$ cat config.mk
export PLATFORM = sky130hd
export DESIGN_NAME = cpu_controller
export DESIGN_NICKNAME = d
export VERILOG_FILES = /design/src/rtl/cpu_controller.sv
export SDC_FILE = /design/constraint.sdc
export NUM_CORES = 1
export LEC_CHECK = 0
export CAP_MARGIN = 10
export CORE_UTILIZATION = 41
export DETAILED_ROUTE_END_ITERATION = 10
export PLACE_DENSITY = 0.83
export SLEW_MARGIN = 20
export SYNTH_ARGS = -nofsm -noshare
export SYNTH_HDL_FRONTEND = slang
export SYNTH_SLANG_ARGS = --single-unit
$ cat constraint.sdc
create_clock -name clk -period 3.2 [get_ports clk]
set_clock_uncertainty 0.2 [all_clocks]
set_input_delay 0.96 -clock clk [delete_from_list [all_inputs] [get_ports clk]]
set_output_delay 0.96 -clock clk [all_outputs]
set_load 0.02 [all_outputs]
$ cat src/rtl/cpu_controller.sv
// Control half of the CPU datapath: holds the instruction register, decodes it and
// sequences one MOV/ALU instruction per start request through a Moore FSM.
module cpu_controller #(
    parameter int W  = 16,
    parameter int RW = 3
) (
    input  logic          clk,
    input  logic          reset,
    input  logic          s,
    input  logic          load,
    input  logic [W-1:0]  in,
    output logic          w,
    output logic [1:0]    vsel,
    output logic [RW-1:0] readnum,
    output logic [RW-1:0] writenum,
    output logic          write,
    output logic          loada,
    output logic          loadb,
    output logic          loadc,
    output logic          loads,
    output logic          asel,
    output logic          bsel,
    output logic [1:0]    shift,
    output logic [1:0]    ALUop,
    output logic [W-1:0]  sximm5,
    output logic [W-1:0]  sximm8
);

    typedef enum logic [2:0] {
        ST_WAIT      = 3'd0,
        ST_DECODE    = 3'd1,
        ST_GET_A     = 3'd2,
        ST_GET_B     = 3'd3,
        ST_ALU       = 3'd4,
        ST_WRITE_REG = 3'd5,
        ST_WRITE_IMM = 3'd6
    } state_t;

    localparam logic [2:0] OPC_MOV = 3'b110;
    localparam logic [2:0] OPC_ALU = 3'b101;

    state_t state, state_nxt;
    logic [W-1:0] ir;

    logic [2:0]    opcode;
    logic [1:0]    op;
    logic [RW-1:0] rn, rd, rm;
    logic          is_mov_imm, is_mov_reg, is_mvn, is_cmp, is_two_src;

    function automatic logic signed [W-1:0] sext8(input logic signed [7:0] v);
        return {{(W-8){v[7]}}, v};
    endfunction

    function automatic logic signed [W-1:0] sext5(input logic signed [4:0] v);
        return {{(W-5){v[4]}}, v};
    endfunction

    assign opcode = ir[15:13];
    assign op     = ir[12:11];
    assign rn     = ir[10:8];
    assign rd     = ir[7:5];
    assign rm     = ir[2:0];

    assign is_mov_imm = (opcode == OPC_MOV) && (op == 2'b10);
    assign is_mov_reg = (opcode == OPC_MOV) && (op == 2'b00);
    assign is_mvn     = (opcode == OPC_ALU) && (op == 2'b11);
    assign is_cmp     = (opcode == OPC_ALU) && (op == 2'b01);
    // ADD, CMP and AND read Rn as well as Rm
    assign is_two_src = (opcode == OPC_ALU) && (op != 2'b11);

    always_ff @(posedge clk) begin
        if (!reset) begin
            state <= ST_WAIT;
            ir    <= '0;
        end else begin
            state <= state_nxt;
            if (load && state == ST_WAIT)
                ir <= in;
        end
    end

    always_comb begin
        state_nxt = state;
        unique case (state)
            ST_WAIT:      state_nxt = s ? ST_DECODE : ST_WAIT;
            ST_DECODE: begin
                if (is_mov_imm)                 state_nxt = ST_WRITE_IMM;
                else if (is_mov_reg || is_mvn)  state_nxt = ST_GET_B;
                else if (is_two_src)            state_nxt = ST_GET_A;
                else                            state_nxt = ST_WAIT;
            end
            ST_GET_A:     state_nxt = ST_GET_B;
            ST_GET_B:     state_nxt = ST_ALU;
            ST_ALU:       state_nxt = is_cmp ? ST_WAIT : ST_WRITE_REG;
            ST_WRITE_REG: state_nxt = ST_WAIT;
            ST_WRITE_IMM: state_nxt = ST_WAIT;
            default:      state_nxt = ST_WAIT;
        endcase
    end

    logic [RW-1:0] reg_idx;

    always_comb begin
        w       = 1'b0;
        vsel    = 2'b00;
        reg_idx = '0;
        write   = 1'b0;
        loada   = 1'b0;
        loadb   = 1'b0;
        loadc   = 1'b0;
        loads   = 1'b0;
        asel    = 1'b0;
        bsel    = 1'b0;
        unique case (state)
            ST_WAIT:  w = 1'b1;
            ST_GET_A: begin
                reg_idx = rn;
                loada   = 1'b1;
            end
            ST_GET_B: begin
                reg_idx = rm;
                loadb   = 1'b1;
            end
            ST_ALU: begin
                asel  = is_mov_reg || is_mvn;
                loads = is_cmp;
                loadc = !is_cmp;
            end
            ST_WRITE_REG: begin
                reg_idx = rd;
                write   = 1'b1;
            end
            ST_WRITE_IMM: begin
                vsel    = 2'b10;
                reg_idx = rn;
                write   = 1'b1;
            end
            default: ;
        endcase
    end

    assign readnum  = reg_idx;
    assign writenum = reg_idx;
    assign shift    = ir[4:3];
    assign ALUop    = (opcode == OPC_ALU) ? op : 2'b00;
    assign sximm5   = sext5(ir[4:0]);
    assign sximm8   = sext8(ir[7:0]);

endmodule

==> impl_results.md, run 1 <==
- Top cells by count, synth: buf_4 (39), nand2_1 (39), dfxtp_1 (19)
- Placed insts: 217
- Fin. max-slew vios: 0
- GRT Total Usage: 16.7%
- Violated checks: design-rule violations
- Crit path max-delay family: buffers and inverters
- Final period utilization: 97.0%
- Vias per std cell: 4.83
- Most used routing layer: met2
- Max FO, Critical Path: 5
- Ant diodes: 0
- Number of global-route vias before repair: 941
- Final WS setup: 0.0944 ns
- Data arrival, critical path: 1.95 ns
- Post-synth ARST share: 0%
- Unrepaired setup endpoints after global routing: false
- Share of layout cells above drive strength 1: 11.6%
- WP depth: 4
- Cells after Synth: 160
- Met1 GRT Util: 18.0%
- Nets: 211
- Worst Setup Path Type: flop to output pin
- Max-cap viol count: 0
- Initial DRC count: 20
- Setup TNS: 0 ns
- Hpwl dp: 2190 um
- Post-Syn Area: 1280 um^2
- Worst reg2reg setup slack: 1.41 ns
- Setup violators final: 0
- Initial Util: 45.0%
- Total CTS buffers: 3
- Compound-cell area share of the yosys netlist: 19.6%
- Simple-gate share of the synthesized area: 21.5%
- Residual DRC: 7
- First-pass GRT wire length: 4300 um
- Crit path launch type: flop
- Die area: 3360 um^2
- Clk buf depth: 2
- Worst R2R Path Depth: 5
- Detailed Route WL: 2840 um
- Root buffer cell: clkbuf_4
- Crit path time final: 3.11 ns
- Global placement routability congestion: 0.776
- Largest family of logic cells by synthesized area: buffers and inverters
- H-tree depth: 1
- Count of cell types in the netlist: 27
- Pwr/cell area: 316 nW/um^2
- Peak per-stage delay on the critical path: 0.61 ns
- Total vias in the final route: 1,068
- Clk slew on worst S/H paths: 0.11 ns
- CP max-delay cell: clkdlybuf4s50_1
- GR Overflow Total: 0
- Number of buffers and inverters on the critical path: 1
- Met2 Usage GRT: 31.5%
- Peak Freq: 0.322 GHz
- Worst Hold Class: flop to flop
- Critical path cell sequence: nor4b_1, a31o_2, and3_1, clkdlybuf4s50_1
- Pre-CTS WS: 0.297 ns
- Outcome: complete, but fails checks
- Worst Setup End Kind: output pin
- Largest net degree at the start of global routing: 19
- IO Count: 72
- Leak: 0.683 nW
- Syn avg cell area: 8.03 um^2
- Adder-Cell Fraction of Synth Area: 0%
- Mux contribution to synthesized area: 0%
- #FFs+latches synth: 19
- Worst skew pair latency: 0.29 ns
- ANT nets after route: 0
- Finished Layout Cells: 221
- Post-synth top area cell: dfxtp_1
- Worst reg2reg path endpoint: ir[6]$_SDFFE_PN0P_
- Initial antenna violation count: 0
- DR WL/cell: 12.8 um
- Rel. slew slack: 60.6%
- Sequential area share after synthesis: 29.6%
- Post-CTS Setup Inserts: 0
- Worst Setup SP: ir[11]$_SDFFE_PN0P_
- Ys Warns: 0
- Met3 Usage GRT: 5.58%
- Data required time of the critical path: 2.04 ns
- DR pass1 iterations: 7
- Yosys top cell area share: 29.6%
- Final hold viol count: 0
- Post-synth EDFFs: 0
- Die height: 58.0 um
- Core area: 2850 um^2
- Ys flop type: dfxtp_1
- Synth top area cells: dfxtp_1 (30%), buf_4 (23%), nand2_1 (11%)
- Worst Setup EP: asel
- Port-buffer cells: 69
- Peak supply drop: 0.246 mV
- Measured slew at the worst slew-check pin: 0.591 ns
- FF-to-FF Start: state[0]$_SDFF_PN0_
- CTS Sinks: 19
- Row count: 19
- XOR/XNOR share of the synthesized area: 0.682%
- Die width: 58.0 um
- CTS tree: done
- Area grow syn2layout: 34.7%
## final cells by class
| cell class | count | area [um^2] |
|---|---|---|
| multi-input cells | 91 | 559 |
| fillers | 282 | 1120 |
| inverters | 6 | 22.5 |
| clock buffers | 4 | 26.3 |
| well taps | 31 | 38.8 |
| repair buffers | 70 | 701 |
| flip-flops and latches | 19 | 383 |
## cell families after synthesis
logic type	Yosys count
AND/OR/NAND/NOR	57
XOR/XNOR	1
buffers and inverters	51
other	1
flip-flops	19
AO/OA/AOI/OAI	31
## where the power goes
part	internal [W]	total [W]	switching, W	leakage (nW)
Clock	0.0000485	0.000121	0.0000720	0.0150
Sequential	0.000250	0.000267	0.0000168	0.157
Combinational	0.0000828	0.000160	0.0000768	0.511
Total	0.000381	0.000547	0.000166	0.683
## state kept, by name, indices dropped and copies added (netlist names)
name   cells
ir        16
state      3
## through the flow
stage               cell area (um^2)  util [%]  power [W]  hold slack [ns]
floorplan                       1290         -   0.000387            0.248
global placement                1680      59.0   0.000427            0.258
detailed placement              1680      59.0   0.000431            0.269
CTS                             1710      60.0   0.000553            0.285
global route                    1730      60.7   0.000578            0.292
finish                          1730      60.7   0.000547            0.282
## worst register-to-register path: cells and delay by family (launching register included)
kind,cells,cell delay [ns]
compound gates,1,0.18
simple gates,3,0.81
flops,1,0.37
buf+inv,1,0.16
## worst min-delay path by stage
stage	start	slack, ns	depth (start not counted)	endpoint
floorplan	ir[10]$_SDFFE_PN0P_	0.25	2	ir[10]$_SDFFE_PN0P_
finish	ir[10]$_SDFFE_PN0P_	0.28	2	ir[10]$_SDFFE_PN0P_
global placement	ir[8]$_SDFFE_PN0P_	0.26	2	ir[8]$_SDFFE_PN0P_
detailed placement	ir[10]$_SDFFE_PN0P_	0.27	2	ir[10]$_SDFFE_PN0P_
global route	ir[10]$_SDFFE_PN0P_	0.29	2	ir[10]$_SDFFE_PN0P_
CTS	ir[10]$_SDFFE_PN0P_	0.28	2	ir[10]$_SDFFE_PN0P_
## repair_timing
item,in CTS,in global routing
setup endpoints to repair,6,9
hold buffers,0,0
endpoints found under the hold margin,0,0
resized for setup,1,7
## placed cells by master, fill, tap and decap left out
cell / netlist / final
nand2_1: 39 / 39
clkdlybuf4s50_1: 0 / 68
nor2b_4: 0 / 1
a21boi_0: 7 / 7
clkbuf_4: 0 / 3
and3_1: 3 / 3
a21boi_2: 10 / 10
nand3_1: 1 / 1
nor3_2: 1 / 1
and4bb_2: 1 / 1
o21ai_0: 8 / 7
conb_1: 1 / 2
a21oi_1: 1 / 1
a31o_2: 1 / 1
nor4b_1: 1 / 1
dfxtp_1: 19 / 17
nor3b_2: 0 / 1
and2_1: 3 / 3
a22o_1: 3 / 3
nor2_1: 1 / 1
nor3b_1: 3 / 2
dlymetal6s2s_1: 0 / 1
buf_4: 39 / 1
dfxtp_2: 0 / 2
o21ai_1: 0 / 1
a31oi_1: 1 / 1
xor2_1: 1 / 1
nor2b_2: 0 / 1
clkbuf_1: 2 / 1
inv_1: 6 / 6
and3b_1: 2 / 2
## metal layers
layer	share of wire (%)	vias up
li1	-	541
met1	39	484
met4	0.35	0
met5	0	-
met2	53	41
met3	7.3	2
Note: power is estimated with default switching activity, not from simulation.
==> run 2: changes to the inputs <==
Settings changed: CORE_MARGIN set to 2.
==> impl_results.md, run 2 (synthesis gave the netlist of run 1 again) <==
- Placed insts: 230 (+6.0%)
- Peak supply drop: 0.155 mV (-37%)
- Final WS setup: 0.110 ns (+0.0160 ns)
- Dpl cell area: 1700 um^2 (+0.97%)
- Rel. slew slack: 61.4% (+0.79 points)
- Seq. cell area: 384 um^2 (+0.33%)
- Top Registers: ir (16), state (3)
- # fillers: 284 (+0.71%)
- Sw Ratio: 30.1% (-0.24 points)
- GRT Total Usage: 14.6% (-2.1 points)
- Clk slew on worst S/H paths: 0.11 ns (about the same)
- Largest reg by FF count: ir
- Most frequent cells in the layout: clkdlybuf4s50_1 (69), nand2_1 (39), dfxtp_1 (16)
- Detailed Route WL: 2570 um (-9.4%)
- Multi-input logic area: 559 um^2 (unchanged)
- Root buffer cell: clkbuf_4
- Initial antenna violation count: 0 (unchanged)
- Outcome: complete, no violations
- H-tree depth: 1 (unchanged)
- Setup violators final: 0 (unchanged)
- DR WL/cell: 11.0 um (-14%)
- Worst Hold Class: flop to flop
- Die height: 60.0 um (+3.4%)
- Port-buffer cells: 69 (unchanged)
- Worst reg2reg setup slack: 1.40 ns (about the same)
- Die area: 3600 um^2 (+7.0%)
- Post_cts resized: 0 (-1)
- Measured slew at the worst slew-check pin: 0.579 ns (-0.0119 ns)
- DR pass1 iterations: 4 (-3)
- Cts hold-fix bufs: 0 (unchanged)
- Core area: 3030 um^2 (+6.1%)
- Crit path launch type: flop
- Commonest non-fill, non-tap cell in the layout: clkdlybuf4s50_1
- Largest net degree at the start of global routing: 19 (unchanged)
- Total CTS buffers: 3 (unchanged)
- Met1 wire length: 1110 um (-0.89%)
- Final std cell area, no fill: 1750 um^2 (+0.87%)
- Worst skew pair latency: 0.29 ns (about the same)
- Internal power: 0.000381 W (about the same)
- Met3 WL post-DR: 156 um (-24%)
- Peak Freq: 0.324 GHz (+0.52%)
- Top Layer Used: met4
- Hpwl dp: 1920 um (-12%)
- CTS tree: done
- Combinational Power Share: 29.1% (about the same)
- Pwr/cell area: 312 nW/um^2 (-1.2%)
- Initial DRC count: 31 (+55%)
- Max reg flops: 16 (unchanged)
- Clk buf depth: 2 (unchanged)
- First-pass GRT wire length: 4000 um (-7.0%)
- Global placement routability congestion: 0.815 (+5.0%)
- Number of global-route vias before repair: 905 (-3.8%)
- Final period utilization: 96.5% (-0.50 points)
- Fin. max-slew vios: 0 (unchanged)
- ANT nets after route: 0 (unchanged)
- Max FO, Critical Path: 7 (+2)
- Share of layout cells above drive strength 1: 12.1% (+0.53 points)
- Data arrival, critical path: 1.93 ns (-0.02 ns)
- Row count: 20 (+1)
- Ant diodes: 0 (unchanged)
- Area grow syn2layout: 35.8%
- Crit path time final: 3.09 ns (-0.0160 ns)
- Unrepaired setup endpoints after global routing: true
- Finished Layout Cells: 234 (+5.9%)
- GR Overflow Total: 0 (unchanged)
- Clk pwr share: 22.2% (+0.2 points)
- Residual DRC: 0 (-7)
- Max-cap viol count: 0 (unchanged)
- IO Count: 72 (unchanged)
- Vias per std cell: 4.52 (-6.5%)
- Post-CTS Setup Inserts: 0 (unchanged)
- Met2 wire length: 1290 um (-14%)
- Worst Setup End Kind: output pin
- Nets: 211 (unchanged)
- Share of power burned in registers: 48.8% (about the same)
- CTS Sinks: 19 (unchanged)
- Final hold viol count: 0 (unchanged)
- Data required time of the critical path: 2.04 ns (about the same)
- Pre-CTS WS: 0.353 ns (+0.0558 ns)
- Initial Util: 42.4% (-2.6 points)
- Die width: 60.0 um (+3.4%)
- Leak: 0.664 nW (-2.7%)
- Worst Setup Path Type: flop to output pin
- Total vias in the final route: 1,057 (-1.0%)
- Switching power: 0.000164 W (-1.1%)
[run 2: cell count changes in the layout (fill, tap and decap cells not counted)]
cell	change
dlymetal6s2s_1	-1
dfxtp_1	-1
dfxtp_2	+1
clkdlybuf4s50_1	+1
[run 2: metal layers]
metal	track usage, %	vias up
met5	0	-
met4	2.86	0
met1	17.1	469
met2	26.4	43
met3	3.90	2
li1	-	543
[run 2: power groups by stage]
stage | clock, W | combinational [W] | sequential [W]
6_report | 0.000121 | 0.000158 | 0.000266
4_1_cts | 0.000126 | 0.000160 | 0.000265
3_5_place_dp | 0 | 0.000159 | 0.000271
5_1_grt | 0.000133 | 0.000171 | 0.000268
3_3_place_gp | 0 | 0.000157 | 0.000270
2_1_floorplan | 0 | 0.000121 | 0.000267
[run 2: worst paths after layout]
| check | from | to | cells after the start |
|---|---|---|---|
| worst min-delay path | ir[10]$_SDFFE_PN0P_ | ir[10]$_SDFFE_PN0P_ | 2 |
| worst max register to register | state[0]$_SDFF_PN0_ | ir[1]$_SDFFE_PN0P_ | 5 |
| worst max-delay path | ir[12]$_SDFFE_PN0P_ | asel | 4 |
| worst min register to register | ir[10]$_SDFFE_PN0P_ | ir[10]$_SDFFE_PN0P_ | 2 |
[run 2: critical path, cell delays in order (launching register included)]
cell and delay, ns:
dfxtp_1 0.38, nor4b_1 0.32, a31o_2 0.17, and3_1 0.17, clkdlybuf4s50_1 0.61
[run 2: final cells by class]
class                      instances  area share [%]
multi-input combinational         91            32.0
timing repair buffer              70            40.0
sequential                        19            22.0
tap                               44            3.15
clock buffer                       4            1.51
inverter                           6            1.29
[run 2: through the flow]
stage	TNS, ns	power, W	util (%)	hold WS [ns]
6_report	0	0.000545	57.6	0.277
3_5_place_dp	0	0.000430	56.2	0.265
3_3_place_gp	0	0.000428	56.2	0.253
2_1_floorplan	0	0.000387	-	0.248
4_1_cts	0	0.000551	57.0	0.280
5_1_grt	-0.0287	0.000573	57.6	0.286
